--- src/rtl/pipeline_hazard_ctrl.sv ---
// pipeline_hazard_ctrl: stall/flush/forwarding control and mul/div handshake
// for the five-stage pipeline, with saturating stall/redirect counters.
module pipeline_hazard_ctrl #(
  parameter int MD_MAX_CYCLES = 64,
  parameter int CNT_W = 16
) (
  input  logic             clk,
  input  logic             rst_n,
  input  logic [4:0]       rs1_addrD,
  input  logic [4:0]       rs2_addrD,
  input  logic [4:0]       rs1_addrE,
  input  logic [4:0]       rs2_addrE,
  input  logic [4:0]       rdE,
  input  logic             MemReadE,
  input  logic             MulDivE,
  input  logic             PCSrcE,
  input  logic [4:0]       rdM,
  input  logic             RegWriteM,
  input  logic [4:0]       rdW,
  input  logic             RegWriteW,
  input  logic             md_done,
  output logic             StallF,
  output logic             StallD,
  output logic             FlushD,
  output logic             ID_EX_Stall,
  output logic             ID_EX_Flush,
  output logic             EX_MEM_Flush,
  output logic [1:0]       ForwardAE,
  output logic [1:0]       ForwardBE,
  output logic             md_start,
  output logic             md_timeout,
  output logic [CNT_W-1:0] stall_cnt,
  output logic [CNT_W-1:0] flush_cnt
);
  localparam int MW = $clog2(MD_MAX_CYCLES);
  typedef enum logic {IDLE, BUSY} state_t;
  state_t state, state_nx;
  logic [MW-1:0] md_cnt;
  logic md_last, hold, redirect, lu, luse;
  assign md_last = md_cnt == MW'(MD_MAX_CYCLES - 1);
  always_ff @(posedge clk or negedge rst_n) begin
    if (!rst_n) begin
      state      <= IDLE;
      md_cnt     <= '0;
      md_timeout <= 1'b0;
      stall_cnt  <= '0;
      flush_cnt  <= '0;
    end else begin
      state <= state_nx;
      if (state == IDLE && MulDivE) md_cnt <= '0;
      else if (state == BUSY && !md_done && !md_last) md_cnt <= md_cnt + MW'(1);
      if (state == BUSY && !md_done && md_last) md_timeout <= 1'b1;
      if (StallF && !(&stall_cnt)) stall_cnt <= stall_cnt + CNT_W'(1);
      if (redirect && !(&flush_cnt)) flush_cnt <= flush_cnt + CNT_W'(1);
    end
  end
  always_comb begin
    state_nx = state;
    if (state == IDLE && MulDivE) state_nx = BUSY;
    if (state == BUSY && (md_done || md_last)) state_nx = IDLE;
  end
  // A timeout cycle releases the hold just like md_done so EX/MEM can advance.
  always_comb begin
    hold         = (state == BUSY) ? (!md_done && !md_last) : MulDivE;
    lu           = MemReadE && rdE != 5'd0 && (rdE == rs1_addrD || rdE == rs2_addrD);
    redirect     = !hold && PCSrcE;
    luse         = !hold && !PCSrcE && lu;
    StallF       = hold || luse;
    StallD       = hold || luse;
    FlushD       = redirect;
    ID_EX_Stall  = hold;
    ID_EX_Flush  = redirect || luse;
    EX_MEM_Flush = hold;
    md_start     = state == IDLE && MulDivE;
    ForwardAE    = (RegWriteM && rdM != 5'd0 && rdM == rs1_addrE) ? 2'b10 :
                   (RegWriteW && rdW != 5'd0 && rdW == rs1_addrE) ? 2'b01 : 2'b00;
    ForwardBE    = (RegWriteM && rdM != 5'd0 && rdM == rs2_addrE) ? 2'b10 :
                   (RegWriteW && rdW != 5'd0 && rdW == rs2_addrE) ? 2'b01 : 2'b00;
  end
endmodule

--- config.mk ---
export PLATFORM = sky130hd
export DESIGN_NAME = pipeline_hazard_ctrl
export DESIGN_NICKNAME = d
export VERILOG_FILES = /design/src/rtl/pipeline_hazard_ctrl.sv
export SDC_FILE = /design/constraint.sdc
export NUM_CORES = 1
export LEC_CHECK = 0
export BUFFER_PORTS_ARGS = -buffer_cell sky130_fd_sc_hd__buf_4
export CAP_MARGIN = 20
export CELL_PAD_IN_SITES_DETAIL_PLACEMENT = 0
export CELL_PAD_IN_SITES_GLOBAL_PLACEMENT = 2
export CORE_MARGIN = 4
export CORE_UTILIZATION = 31
export DETAILED_ROUTE_END_ITERATION = 12
export HOLD_SLACK_MARGIN = 0.06
export PLACE_DENSITY = 0.82
export SLEW_MARGIN = 30
export SYNTH_ARGS = -nofsm -noshare
export SYNTH_HDL_FRONTEND = slang
export SYNTH_SLANG_ARGS = --single-unit
--- constraint.sdc ---
create_clock -name clk -period 4.6 [get_ports clk]
set_input_delay 0.23 -clock clk [delete_from_list [all_inputs] [get_ports clk]]
set_output_delay 0.23 -clock clk [all_outputs]
set_load 0.01 [all_outputs]
After elaboration in Yosys (flattened, before gate mapping):

Index checks and enable logic that the tools add are counted.
Widths: inputs -> output; s select.

* bits in registers: 40
* input port bits: 43
* output and inout bits: 44
* word-level logic and storage cells: 61

* add/sub/neg operators: 3
* eq/ne operators: 7
* mux-type cells: 9
* bitwise logic cells: 1
* reduce and logical (&&, ||, !) cells: 36

Operator list (count)
* $add 16x1->16 const B: 2
* $reduce_and 16->1: 2
* $eq 5x5->1: 6
* $logic_and 1x1->1: 19
* $reduce_bool 5->1: 3
* $mux 6: 2
* $add 6x1->6 const B: 1
* $eq 6x6->1 const B: 1
* $logic_not 1->1: 6
* $mux 1: 5
* $logic_or 1x1->1: 4
* $mux 2: 2
* $reduce_bool 2->1: 2
* $not 1->1: 1

Logic depth before layout (Yosys ltp):

Gate-level depths: netlist (run 1).

* word-level depth: 9
* gate-level depth with buffers: 8
* gate-level depth less buffers: 7

Least setup slack after synthesis (run 1):

Ideal clock, no wire load.

* path type: register -> register
* from: register md_cnt[0]
* to: register stall_cnt[14]
* library setup time: 125 ps
* arrival time: 1989 ps
* required time: 4475 ps
* setup slack: 2486 ps
* cell stages (with the launch flop): 8
* path buffers: 0
* clock period less this slack: 2114 ps
* cell sequence: dfrtp_1 ha_1 and2_4 a41oi_4 nor2_1 o21a_1 nor4b_1 mux2_2

* longest elaborated chain between the ends: 9

RTL lines
* from (decl): line 38 `logic [MW-1:0] md_cnt;`
* from (signal assigned): line 51 `else if (state == BUSY && !md_done && !md_last) md_cnt <= md_cnt + MW'(1);`
* $eq 6x6->1 (*): line 40 `assign md_last = md_cnt == MW'(MD_MAX_CYCLES - 1);`
* $logic_not 1->1 (*): line 64 `hold = (state == BUSY) ? (!md_done && !md_last) : MulDivE;`
* $logic_and 1x1->1 (*): line 64
* $mux 1 (*): line 64
* $logic_not 1->1: line 67 `luse = !hold && !PCSrcE && lu;`
* $logic_and 1x1->1 (2 in series): line 67
* $logic_or 1x1->1 (*): line 68 `StallF = hold || luse;`
* $logic_and 1x1->1 (*): line 53 `if (StallF && !(&stall_cnt)) stall_cnt <= stall_cnt + CNT_W'(1);`
* to (signal assigned): line 53
* to (decl): line 32 `output logic [CNT_W-1:0] stall_cnt,`

Mark *: on every way between the ends. The rest lies on a longest branch, timed or not.
A chain may end at the register's enable or synchronous reset.

Worst setup path in the final report (run 1):

Same ends and word-level chain as after synthesis.

==> results.rst, run 1 <==
.. list-table::
   :header-rows: 1

   * - Metric
     - Value
   * - Area growth, synth to finish
     - 35.4%
   * - Number of buffers and inverters on the critical path
     - 0
   * - Type of the worst min-delay path
     - in -> reg
   * - Overall die area
     - 8950 sq um
   * - Post-synth top area share
     - 43.0%
   * - Capturing element type of the critical path
     - flip-flop
   * - Global-route wire length before repair
     - 8.94 mm
   * - Maximum number of pins on one net before global-route repair
     - 41
   * - Std cell rows
     - 31
   * - Global routing usage on met1
     - 16.3%
   * - Half-perimeter wire length after detailed placement
     - 4.35 mm
   * - H-Tree Level Count
     - 2
   * - Startpoint of the lowest-slack hold path
     - PCSrcE
   * - VDD IR-drop max
     - 0.238 mV
   * - Cell family contributing the most delay on the critical path
     - simple AND/OR/NAND/NOR gates
   * - Final cell area excluding filler cells
     - 3150 sq um
   * - TritonCTS clock tree
     - built
   * - Final weighted congestion in routability-driven placement
     - 0.774
   * - Max clock buf depth
     - 2
   * - Resized Gates After CTS
     - 0
   * - Final number of max-transition violations
     - 0
   * - Floorplan Core Area
     - 7290 sq um
   * - Overall via count from detail_route
     - 1929
   * - Io pins
     - 87
   * - Count of TritonRoute iterations in the first routing pass
     - 4
   * - Crit Reg-Reg Startpoint
     - md_cnt[0]$_DFFE_PN0P_
   * - Cell Chain, Critical Path
     - ha_1 > and2_4 > a41oi_4 > nor2_1 > o21a_1 > nor4b_1 > mux2_2
   * - Type of the setup path with the least slack
     - reg -> reg
   * - Tightest Pin Transition
     - 0.621 ns
   * - Number of flip-flops and latches in the synthesized netlist
     - 40
   * - Number of sinks handled by clock tree synthesis
     - 40
   * - Violation count after the first detailed-routing iteration
     - 58
   * - Number of antenna violations at the first check in global routing
     - 0
   * - Total power per unit cell area
     - 355 nW/um^2
   * - Number of buffers added on ports
     - 86
   * - Hold Worst Slack
     - 0.274 ns
   * - Data required, critical path
     - 4.78 ns
   * - Time the worst path needs with I/O delays and setup
     - 2.51 ns
   * - Master cell of the clock root buffer
     - clkbuf_8
   * - Global routing met2 resource utilization
     - 20.4%
   * - Most common cell after layout, fill and taps aside
     - buf_4
   * - Y dimension of the die
     - 94.6 microns
   * - Portion of the clock cycle consumed by the worst path in the final layout
     - 54.6%
   * - Clk Latency, worst-skew pair
     - 0.29 ns
   * - Worst Hold Path EP
     - flush_cnt[12]$_DFFE_PN0P_
   * - FFs w/ async S/R, synth
     - 100%
   * - Kind of start point of the critical path
     - flip-flop
   * - Netlist cell types
     - 34
   * - Vias in the first global route
     - 1916
   * - Setup Total Neg Slack
     - 0 ns
   * - Highest clock rate
     - 0.399 GHz
   * - Maximum single-stage delay on the critical path
     - 0.44 ns
   * - Total CTS buffers
     - 5
   * - Synthesized cell area
     - 2330 sq um
   * - Leading cell types in the layout, fill and taps excluded
     - buf_4, xor2_1, dfrtp_1
   * - Final-report hold violation count
     - 0
   * - Count of warnings emitted by yosys
     - 0
   * - M3 GR Usage
     - 2.63%
   * - Count of filler cells inserted in the layout
     - 763
   * - Number of design rule violations left after detail routing
     - 0
   * - Maximum capacitance violations
     - 0
   * - Cell depth of the worst min-delay path
     - 3
   * - WL/cell
     - 13.3 microns
   * - Setup repair after global routing missed its margin
     - false
   * - Remaining number of nets flagged by the antenna check after routing
     - 0
   * - Worst-path fanout max
     - 16
   * - Cell Area, Placed
     - 3070 sq um
   * - Sequential share of the synthesized area
     - 43.0%
   * - Vias per cell
     - 4.59
   * - Busiest layer in global routing
     - met2
   * - Worst path slowest cell
     - nor4b_1
   * - Global-route usage over all layers
     - 12.5%
   * - Starting Density
     - 31.9%
   * - Setup violations, final
     - 0
   * - CP arrival
     - 2.69 ns
   * - Status
     - finished clean
   * - Post-detailed-routing wire length
     - 5.57 mm
   * - Top FF cell, synth
     - dfrtp_1
   * - Top cell type by total area after synthesis
     - dfrtp_1
   * - Layout cells sized above 1
     - 32.4%
   * - Average cell area after synthesis
     - 9.94 sq um
   * - Worst slew margin relative to its limit
     - 58.5%
   * - Global route overflow
     - 0
   * - Cell count after synthesis
     - 234
   * - Total nets after synthesis
     - 280
   * - Fin nets
     - 369
   * - Worst Clk Skew
     - 0.00882 ns
   * - Clock-pin slew on the worst setup and hold paths
     - 0.07 ns
   * - Number of inserted diodes
     - 0
   * - Register-to-register path setup slack
     - 2.09 ns
   * - Die extent in x
     - 94.6 microns
   * - Worst reg2reg path endpoint
     - stall_cnt[14]$_DFFE_PN0P_
   * - Leak
     - 1.46 nW
   * - Top cells by area in the synthesized netlist
     - dfrtp_1, xor2_1, xnor2_1
   * - Count of flip-flops with a built-in enable after synthesis
     - 0
   * - Cells on worst reg2reg path
     - 7
cell usage after synthesis (2+ instances only):
cell type  number
a21oi_1         3
and3_1          3
buf_2           2
buf_4           2
clkbuf_1        2
dfrtp_1        40
ha_1            3
inv_1           9
mux2_2          5
nand2_1        16
nand2b_1        3
nand3_1        12
nand4_1         7
nor2_1         19
nor3_1          7
nor3_2          2
nor3b_1         2
nor4_1         11
nor4b_1         4
o21ai_0         3
or2_2           3
or3_1           2
or4_1           5
xnor2_1        17
xor2_1         43
flip-flops by register name, summed over array words and instances, names as in the netlist:
signal / count
flush_cnt: 16
md_timeout: 1
state: 1
md_cnt: 6
stall_cnt: 16
worst register-to-register path: stages, from the launching register on:
cell     delay [ns]
dfrtp_1        0.41
ha_1           0.22
and2_4         0.15
a41oi_4        0.31
nor2_1         0.14
o21a_1         0.35
nor4b_1        0.44
mux2_2         0.37
logic make-up after synthesis:
| group | after synthesis | share of synthesized area, % |
|---|---|---|
| buffers and inverters | 15 | 2.85 |
| flip-flops | 40 | 43.0 |
| AND/OR/NAND/NOR | 98 | 22.8 |
| adder cells (fa/ha/maj) | 3 | 1.61 |
| multiplexers | 6 | 2.85 |
| AO/OA/AOI/OAI | 12 | 4.25 |
| XOR/XNOR | 60 | 22.6 |
routing by layer:
metal,up-vias,wire (microns)
li1,977,-
met3,9,220
met5,-,0
met4,0,94
met2,37,2750
met1,906,2510
layout make-up:
class	count	area [sq um]	share of cell area, %
clock buffer	5	68.8	2.19
tap	99	124	3.93
sequential	40	1000	31.8
timing repair buffer	88	663	21.1
multi-input combinational	179	1260	40.0
inverter	9	33.8	1.07
how the worst max path moves through the flow:
stage	start	end	cells after the start
CTS	md_cnt[0]$_DFFE_PN0P_	StallD	7
finish	md_cnt[0]$_DFFE_PN0P_	stall_cnt[14]$_DFFE_PN0P_	7
detailed placement	md_cnt[0]$_DFFE_PN0P_	stall_cnt[14]$_DFFE_PN0P_	7
global route	md_cnt[0]$_DFFE_PN0P_	StallF	7
floorplan	md_cnt[0]$_DFFE_PN0P_	stall_cnt[14]$_DFFE_PN0P_	7
global placement	md_cnt[0]$_DFFE_PN0P_	stall_cnt[14]$_DFFE_PN0P_	7
metrics by stage:
stage	setup slack [ns]	total power [W]	util (%)	instances
floorplan	2.49	0.000713	-	234
global placement	2.16	0.000915	42.1	414
detailed placement	2.09	0.000920	42.1	414
CTS	2.07	0.00114	43.2	420
global route	1.85	0.00120	43.2	420
finish	2.09	0.00112	43.2	420
timing repair:
action / in CTS / in global routing
buffers inserted: 0 / 0
endpoints found under the hold margin: 40 / 0
hold buffers: 1 / 0
power by group:
group          switching, W  leakage, nW  internal, W
Sequential        0.0000984        0.503     0.000429
Combinational      0.000171        0.917     0.000208
Clock              0.000114       0.0359    0.0000979
Note: power is estimated with default switching activity, not from simulation.
==> run 2: changes to the inputs <==
- CORE_UTILIZATION: 31 -> 29
- PLACE_DENSITY: 0.82 -> 0.78
- clock period: 4.6 -> 2.4 ns (I/O delays scaled with it)
==> results.rst, run 2 (synthesis gave the netlist of run 1 again) <==
.. list-table::
   :header-rows: 1

   * - Metric
     - Value
   * - Status
     - finished clean (unchanged)
   * - Portion of the clock cycle consumed by the worst path in the final layout
     - 90.0% (was 54.6%)
   * - Fin nets
     - 373 (was 369)
   * - Highest clock rate
     - 0.463 GHz (was 0.399 GHz)
   * - PnR Total Power
     - 0.00223 W (was 0.00112 W)
   * - Setup WS post-layout
     - 0.239 ns (was 2.09 ns)
   * - Half-perimeter wire length after detailed placement
     - 4.78 mm (was 4.35 mm)
   * - Y dimension of the die
     - 97.6 microns (was 94.6 microns)
   * - Leading cell types in the layout, fill and taps excluded
     - buf_4, xor2_1, dfrtp_1 (unchanged)
   * - Number of cells in the finished layout apart from fillers
     - 430 (was 420)
   * - Number of instances in the placed design
     - 421 (was 414)
   * - Cell depth of the worst min-delay path
     - 3 (unchanged)
   * - Startpoint of the lowest-slack hold path
     - PCSrcE (unchanged)
   * - Cell Chain, Critical Path
     - ha_1 > and2_4 > a41oi_4 > nor2_1 > o21a_1 > buf_4 > nor2_1 > mux2_2 (was ha_1 > and2_4 > a41oi_4 > nor2_1 > o21a_1 > nor4b_1 > mux2_2)
   * - Remaining number of nets flagged by the antenna check after routing
     - 0 (unchanged)
   * - Starting Density
     - 29.9% (was 31.9%)
   * - Area growth, synth to finish
     - 37.8% (was 35.4%)
   * - TritonCTS clock tree
     - built (unchanged)
   * - Count of TritonRoute iterations in the first routing pass
     - 4 (unchanged)
   * - Data required, critical path
     - 2.57 ns (was 4.78 ns)
   * - WL/cell
     - 13.8 microns (was 13.3 microns)
   * - Vias per cell
     - 4.55 (was 4.59)
   * - Cell Area, Placed
     - 3100 sq um (was 3070 sq um)
   * - Resized Gates After CTS
     - 0 (unchanged)
   * - Worst path slowest cell
     - dfrtp_1 (was nor4b_1)
   * - Layout cells sized above 1
     - 33.2% (was 32.4%)
   * - Type of the worst min-delay path
     - in -> reg (unchanged)
   * - Io pins
     - 87 (unchanged)
   * - Overall via count from detail_route
     - 1956 (was 1929)
   * - Number of inserted diodes
     - 0 (unchanged)
   * - Number of buffers added on ports
     - 86 (unchanged)
   * - Clock-pin slew on the worst setup and hold paths
     - 0.08 ns (was 0.07 ns)
   * - Global-route wire length before repair
     - 9.98 mm (was 8.94 mm)
   * - Violation count after the first detailed-routing iteration
     - 49 (was 58)
   * - Number of design rule violations left after detail routing
     - 0 (unchanged)
   * - Internal power component
     - 0.00147 W (was 0.000734 W)
   * - Switching part of the total power
     - 34.4% (was 34.3%)
   * - Number of sinks handled by clock tree synthesis
     - 40 (unchanged)
   * - H-Tree Level Count
     - 2 (unchanged)
   * - Worst slew margin relative to its limit
     - 65.5% (was 58.5%)
   * - Register share of total power
     - 45.2% (was 47.1%)
   * - Std cell rows
     - 32 (was 31)
   * - Total power per unit cell area
     - 697 nW/um^2 (was 355 nW/um^2)
   * - Max clock buf depth
     - 2 (unchanged)
   * - Capturing element type of the critical path
     - flip-flop (unchanged)
   * - Setup repair after global routing missed its margin
     - false (unchanged)
   * - Final-report hold violation count
     - 0 (unchanged)
   * - Kind of start point of the critical path
     - flip-flop (unchanged)
   * - Overall die area
     - 9520 sq um (was 8950 sq um)
   * - CP arrival
     - 2.33 ns (was 2.69 ns)
   * - Die extent in x
     - 97.6 microns (was 94.6 microns)
   * - Worst reg2reg path endpoint
     - stall_cnt[1]$_DFFE_PN0P_ (was stall_cnt[14]$_DFFE_PN0P_)
   * - Crit Reg-Reg Startpoint
     - md_cnt[0]$_DFFE_PN0P_ (unchanged)
   * - Leak
     - 1.48 nW (was 1.46 nW)
   * - Total CTS buffers
     - 5 (unchanged)
   * - Tightest Pin Transition
     - 0.517 ns (was 0.621 ns)
   * - Global-route usage over all layers
     - 12.8% (was 12.5%)
   * - Cells on worst reg2reg path
     - 8 (was 7)
   * - Worst-path fanout max
     - 11 (was 16)
   * - Part of the total power dissipated in the clock network
     - 21.1% (was 19.0%)
   * - Maximum capacitance violations
     - 0 (unchanged)
   * - Combinational power share
     - 33.7% (was 33.9%)
   * - Post-detailed-routing wire length
     - 5.95 mm (was 5.57 mm)
   * - VDD IR-drop max
     - 0.433 mV (was 0.238 mV)
   * - Worst slack, placed
     - 0.247 ns (was 2.09 ns)
   * - Maximum number of pins on one net before global-route repair
     - 41 (unchanged)
   * - Leading registers by flop count
     - flush_cnt: 16 flops, stall_cnt: 16 flops, md_cnt: 6 flops (unchanged)
   * - Worst Clk Skew
     - 0.00719 ns (was 0.00882 ns)
   * - Final weighted congestion in routability-driven placement
     - 0.765 (was 0.774)
   * - Final number of max-transition violations
     - 0 (unchanged)
   * - Global route overflow
     - 0 (unchanged)
   * - Floorplan Core Area
     - 7770 sq um (was 7290 sq um)
   * - Crit-path most repeated cell
     - nor2_1
   * - Switching pwr
     - 0.000769 W (was 0.000384 W)
   * - Master cell of the clock root buffer
     - clkbuf_8 (unchanged)
   * - Maximum single-stage delay on the critical path
     - 0.41 ns (was 0.44 ns)
   * - Number of antenna violations at the first check in global routing
     - 0 (unchanged)
   * - Setup Total Neg Slack
     - 0 ns (unchanged)
   * - Clk Latency, worst-skew pair
     - 0.29 ns (about the same)
   * - Time the worst path needs with I/O delays and setup
     - 2.16 ns (was 2.51 ns)
   * - Worst Hold Path EP
     - flush_cnt[12]$_DFFE_PN0P_ (unchanged)
   * - Most common cell after layout, fill and taps aside
     - buf_4 (unchanged)
   * - Type of the setup path with the least slack
     - reg -> reg (unchanged)
   * - Setup violations, final
     - 0 (unchanged)
   * - Final cell area excluding filler cells
     - 3200 sq um (was 3150 sq um)
   * - Register-to-register path setup slack
     - 0.24 ns (was 2.09 ns)
   * - Vias in the first global route
     - 2047 (was 1916)
-- run 2: how the worst max path moves through the flow --
stage,startpoint,endpoint,slack [ns],cells past startpoint
after CTS,md_cnt[0]$_DFFE_PN0P_,stall_cnt[1]$_DFFE_PN0P_,0.23,8
after global routing,md_cnt[0]$_DFFE_PN0P_,stall_cnt[9]$_DFFE_PN0P_,0.09,8
after global placement,flush_cnt[0]$_DFFE_PN0P_,flush_cnt[13]$_DFFE_PN0P_,0.29,7
after floorplan,md_cnt[0]$_DFFE_PN0P_,stall_cnt[14]$_DFFE_PN0P_,0.29,7
final,md_cnt[0]$_DFFE_PN0P_,stall_cnt[1]$_DFFE_PN0P_,0.24,8
after detailed placement,md_cnt[0]$_DFFE_PN0P_,stall_cnt[1]$_DFFE_PN0P_,0.25,8
-- run 2: area by class of cell --
type | instances | area [sq um]
clock buffers | 8 | 90.1
fillers | 813 | 4560
inverters | 9 | 33.8
multi-input cells | 179 | 1260
flip-flops and latches | 40 | 1000
well taps | 102 | 128
repair buffers | 92 | 693
-- run 2: layer usage --
layer	track usage [%]	wire length, microns	up-vias
met4	3.19	41	0
met2	21.3	3020	34
met3	2.66	190	2
met1	17.1	2690	931
li1	-	-	989
met5	0	0	-
-- run 2: power by group through the flow --
| stage | clock network, W | logic (W) | registers, W |
|---|---|---|---|
| 2_1_floorplan | 0 | 0.000318 | 0.00105 |
| 3_3_place_gp | 0 | 0.000757 | 0.00102 |
| 6_report | 0.000472 | 0.000753 | 0.00101 |
| 3_5_place_dp | 0 | 0.000769 | 0.00102 |
| 5_1_grt | 0.000517 | 0.000832 | 0.00104 |
| 4_1_cts | 0.000480 | 0.000775 | 0.00101 |
-- run 2: per-stage QoR --
| step | hold WS [ns] | utilization [%] |
|---|---|---|
| 4_1_cts | 0.175 | 41.3 |
| 2_1_floorplan | -0.176 | - |
| 6_report | 0.172 | 41.3 |
| 3_5_place_dp | 0.139 | 40.0 |
| 5_1_grt | 0.213 | 41.3 |
| 3_3_place_gp | 0.143 | 40.0 |
-- run 2: repair_timing --
action                                  4_1_cts  5_1_grt
endpoints found under the setup margin        0        0
hold endpoints to repair                     40        0
hold buffers                                  1        0
setup buffers                                 0        0
-- run 2: worst max-delay path, delay by kind of cell (launching register included) --
| kind | cells | cell delay (ns) |
|---|---|---|
| AO/OA/AOI/OAI | 2 | 0.44 |
| AND/OR/NAND/NOR | 3 | 0.42 |
| flip-flops | 1 | 0.41 |
| multiplexers | 1 | 0.35 |
| adder cells (fa/ha/maj) | 1 | 0.22 |
| buffers and inverters | 1 | 0.20 |
==> run 3: changes to the inputs <==
- BUFFER_PORTS_ARGS: -buffer_cell sky130_fd_sc_hd__buf_4 -> -buffer_cell sky130_fd_sc_hd__clkbuf_2
==> results.rst, run 3 (synthesis gave the netlist of run 1 again) <==
.. list-table::
   :header-rows: 1

   * - Metric
     - Value
   * - Status
     - finished clean (unchanged)
   * - Worst Clk Skew
     - 0.00795 ns (was 0.00719 ns)
   * - Setup Total Neg Slack
     - 0 ns (unchanged)
   * - Cells on worst reg2reg path
     - 8 (unchanged)
   * - Final weighted congestion in routability-driven placement
     - 0.784 (was 0.765)
   * - Global-route usage over all layers
     - 12.4% (was 12.8%)
   * - Global route overflow
     - 0 (unchanged)
   * - Data required, critical path
     - 2.57 ns (about the same)
   * - Total CTS buffers
     - 5 (unchanged)
   * - Fin nets
     - 374 (was 373)
   * - Area growth, synth to finish
     - 28.3% (was 37.8%)
   * - Half-perimeter wire length after detailed placement
     - 4.50 mm (was 4.78 mm)
   * - M3 GR Usage
     - 2.87% (was 2.66%)
   * - Final number of max-transition violations
     - 0 (unchanged)
   * - WL/cell
     - 13.0 microns (was 13.8 microns)
   * - Total power per unit cell area
     - 696 nW/um^2 (was 697 nW/um^2)
   * - Kind of start point of the critical path
     - flip-flop (unchanged)
   * - Hold Worst Slack
     - 0.166 ns (was 0.172 ns)
   * - Time the worst path needs with I/O delays and setup
     - 2.23 ns (was 2.16 ns)
   * - TritonCTS clock tree
     - built (unchanged)
   * - Vias in the first global route
     - 2059 (was 2047)
   * - Number of buffers added on ports
     - 86 (unchanged)
   * - Starting Density
     - 29.9% (unchanged)
   * - Die extent in x
     - 97.6 microns (unchanged)
   * - Worst-path fanout max
     - 8 (was 11)
   * - Number of sinks handled by clock tree synthesis
     - 40 (unchanged)
   * - Most common cell after layout, fill and taps aside
     - clkbuf_2 (was buf_4)
   * - CP arrival
     - 2.40 ns (was 2.33 ns)
   * - Number of antenna violations at the first check in global routing
     - 0 (unchanged)
   * - Final-report hold violation count
     - 0 (unchanged)
   * - Highest clock rate
     - 0.449 GHz (was 0.463 GHz)
   * - Global routing usage on met1
     - 15.7% (was 17.1%)
   * - Std cell rows
     - 32 (unchanged)
   * - Maximum capacitance violations
     - 0 (unchanged)
   * - Clk Latency, worst-skew pair
     - 0.29 ns (about the same)
   * - Portion of the clock cycle consumed by the worst path in the final layout
     - 92.7% (was 90.0%)
   * - Leading registers by flop count
     - flush_cnt: 16 flops, stall_cnt: 16 flops, md_cnt: 6 flops (unchanged)
   * - Count of filler cells inserted in the layout
     - 830 (was 813)
   * - Count of TritonRoute iterations in the first routing pass
     - 4 (unchanged)
   * - Cell depth of the worst min-delay path
     - 3 (unchanged)
   * - Vias per cell
     - 4.55 (about the same)
   * - Setup violations, final
     - 0 (unchanged)
   * - VDD IR-drop max
     - 0.398 mV (was 0.433 mV)
   * - Max clock buf depth
     - 2 (unchanged)
   * - Leading cell types in the layout, fill and taps excluded
     - clkbuf_2, xor2_1, dfrtp_1 (was buf_4, xor2_1, dfrtp_1)
   * - Setup repair after global routing missed its margin
     - false (unchanged)
   * - Y dimension of the die
     - 97.6 microns (unchanged)
   * - Number of design rule violations left after detail routing
     - 0 (unchanged)
   * - Tightest Pin Transition
     - 0.513 ns (was 0.517 ns)
   * - Overall die area
     - 9520 sq um (unchanged)
   * - Worst slew margin relative to its limit
     - 65.8% (was 65.5%)
   * - Clock-pin slew on the worst setup and hold paths
     - 0.08 ns (about the same)
   * - Overall via count from detail_route
     - 1958 (was 1956)
   * - H-Tree Level Count
     - 2 (unchanged)
   * - Post-CTS Setup Repair Bufs
     - 0 (unchanged)
   * - Busiest layer in global routing
     - met2 (unchanged)
   * - Number of inserted diodes
     - 0 (unchanged)
   * - Maximum number of pins on one net before global-route repair
     - 41 (unchanged)
   * - Io pins
     - 87 (unchanged)
   * - Global-route wire length before repair
     - 9.82 mm (was 9.98 mm)
   * - Remaining number of nets flagged by the antenna check after routing
     - 0 (unchanged)
   * - Type of the setup path with the least slack
     - reg -> reg (unchanged)
   * - Type of the worst min-delay path
     - in -> reg (unchanged)
   * - Layout cells sized above 1
     - 33.5% (was 33.2%)
   * - Capturing element type of the critical path
     - flip-flop (unchanged)
   * - Post-detailed-routing wire length
     - 5.57 mm (was 5.95 mm)
   * - Global routing met2 resource utilization
     - 21.0% (was 21.3%)
   * - Violation count after the first detailed-routing iteration
     - 42 (was 49)
   * - Master cell of the clock root buffer
     - clkbuf_8 (unchanged)
   * - Floorplan Core Area
     - 7770 sq um (unchanged)
   * - Leak
     - 1.43 nW (was 1.48 nW)
## run 3: cell types whose count changed in the layout (fill, tap and decap cells not counted), sizes merged
cell | before | now
clkbuf | 8 | 92
clkinv | 0 | 1
buf | 91 | 6
## run 3: routing by layer
layer,routed length (microns),part of all wire (%)
met5,0,0
met4,87,1.6
met3,247,4.4
met2,2780,50
met1,2460,44
## run 3: what timing repair did
item	4_1_cts	5_1_grt
hold endpoints to repair	40	0
hold buffers	1	0
gates resized for setup	0	0
## run 3: final timing paths
kind                            slack, ns              startpoint                        end
worst max register to register       0.17   md_cnt[0]$_DFFE_PN0P_   stall_cnt[1]$_DFFE_PN0P_
worst min register to register       0.49  md_timeout$_DFFE_PN0P_     md_timeout$_DFFE_PN0P_
min in group asynchronous            0.42                   rst_n   flush_cnt[9]$_DFFE_PN0P_
worst max-delay path                 0.17   md_cnt[0]$_DFFE_PN0P_   stall_cnt[1]$_DFFE_PN0P_
worst min-delay path                 0.17                  PCSrcE  flush_cnt[12]$_DFFE_PN0P_
max in group asynchronous            1.61                   rst_n   flush_cnt[3]$_DFFE_PN0P_
## run 3: area by class of cell
type / instances / area (sq um) / share of cell area (%)
multi-input combinational: 179 / 1260 / 42.2
inverter: 9 / 33.8 / 1.13
clock buffer: 6 / 72.6 / 2.43
tap: 102 / 128 / 4.28
clock inverter: 1 / 5.00 / 0.168
timing repair buffer: 93 / 485 / 16.3
sequential: 40 / 1000 / 33.5
## run 3: stage by stage
step | cells | setup WS, ns | area, sq um | utilization [%] | power [W]
2_1_floorplan | 234 | 0.286 | 2330 | - | 0.00137
3_3_place_gp | 422 | 0.241 | 2900 | 37.3 | 0.00167
3_5_place_dp | 422 | 0.202 | 2900 | 37.3 | 0.00169
4_1_cts | 430 | 0.187 | 2980 | 38.4 | 0.00212
5_1_grt | 430 | 0.0117 | 2980 | 38.4 | 0.00224
6_report | 430 | 0.175 | 2980 | 38.4 | 0.00208
## run 3: critical path: stages, from the launching register on
cell     delay, ns
dfrtp_1       0.41
ha_1          0.21
and2_4        0.15
a41oi_4       0.31
nor2_1        0.11
o21a_1        0.19
buf_4         0.19
nor2_1        0.18
mux2_2        0.35
## run 3: report_power, final
part / internal (W) / switching, W / leakage, nW
logic: 0.000314 / 0.000335 / 0.883
registers: 0.000822 / 0.000184 / 0.503
clock network: 0.000198 / 0.000226 / 0.0410
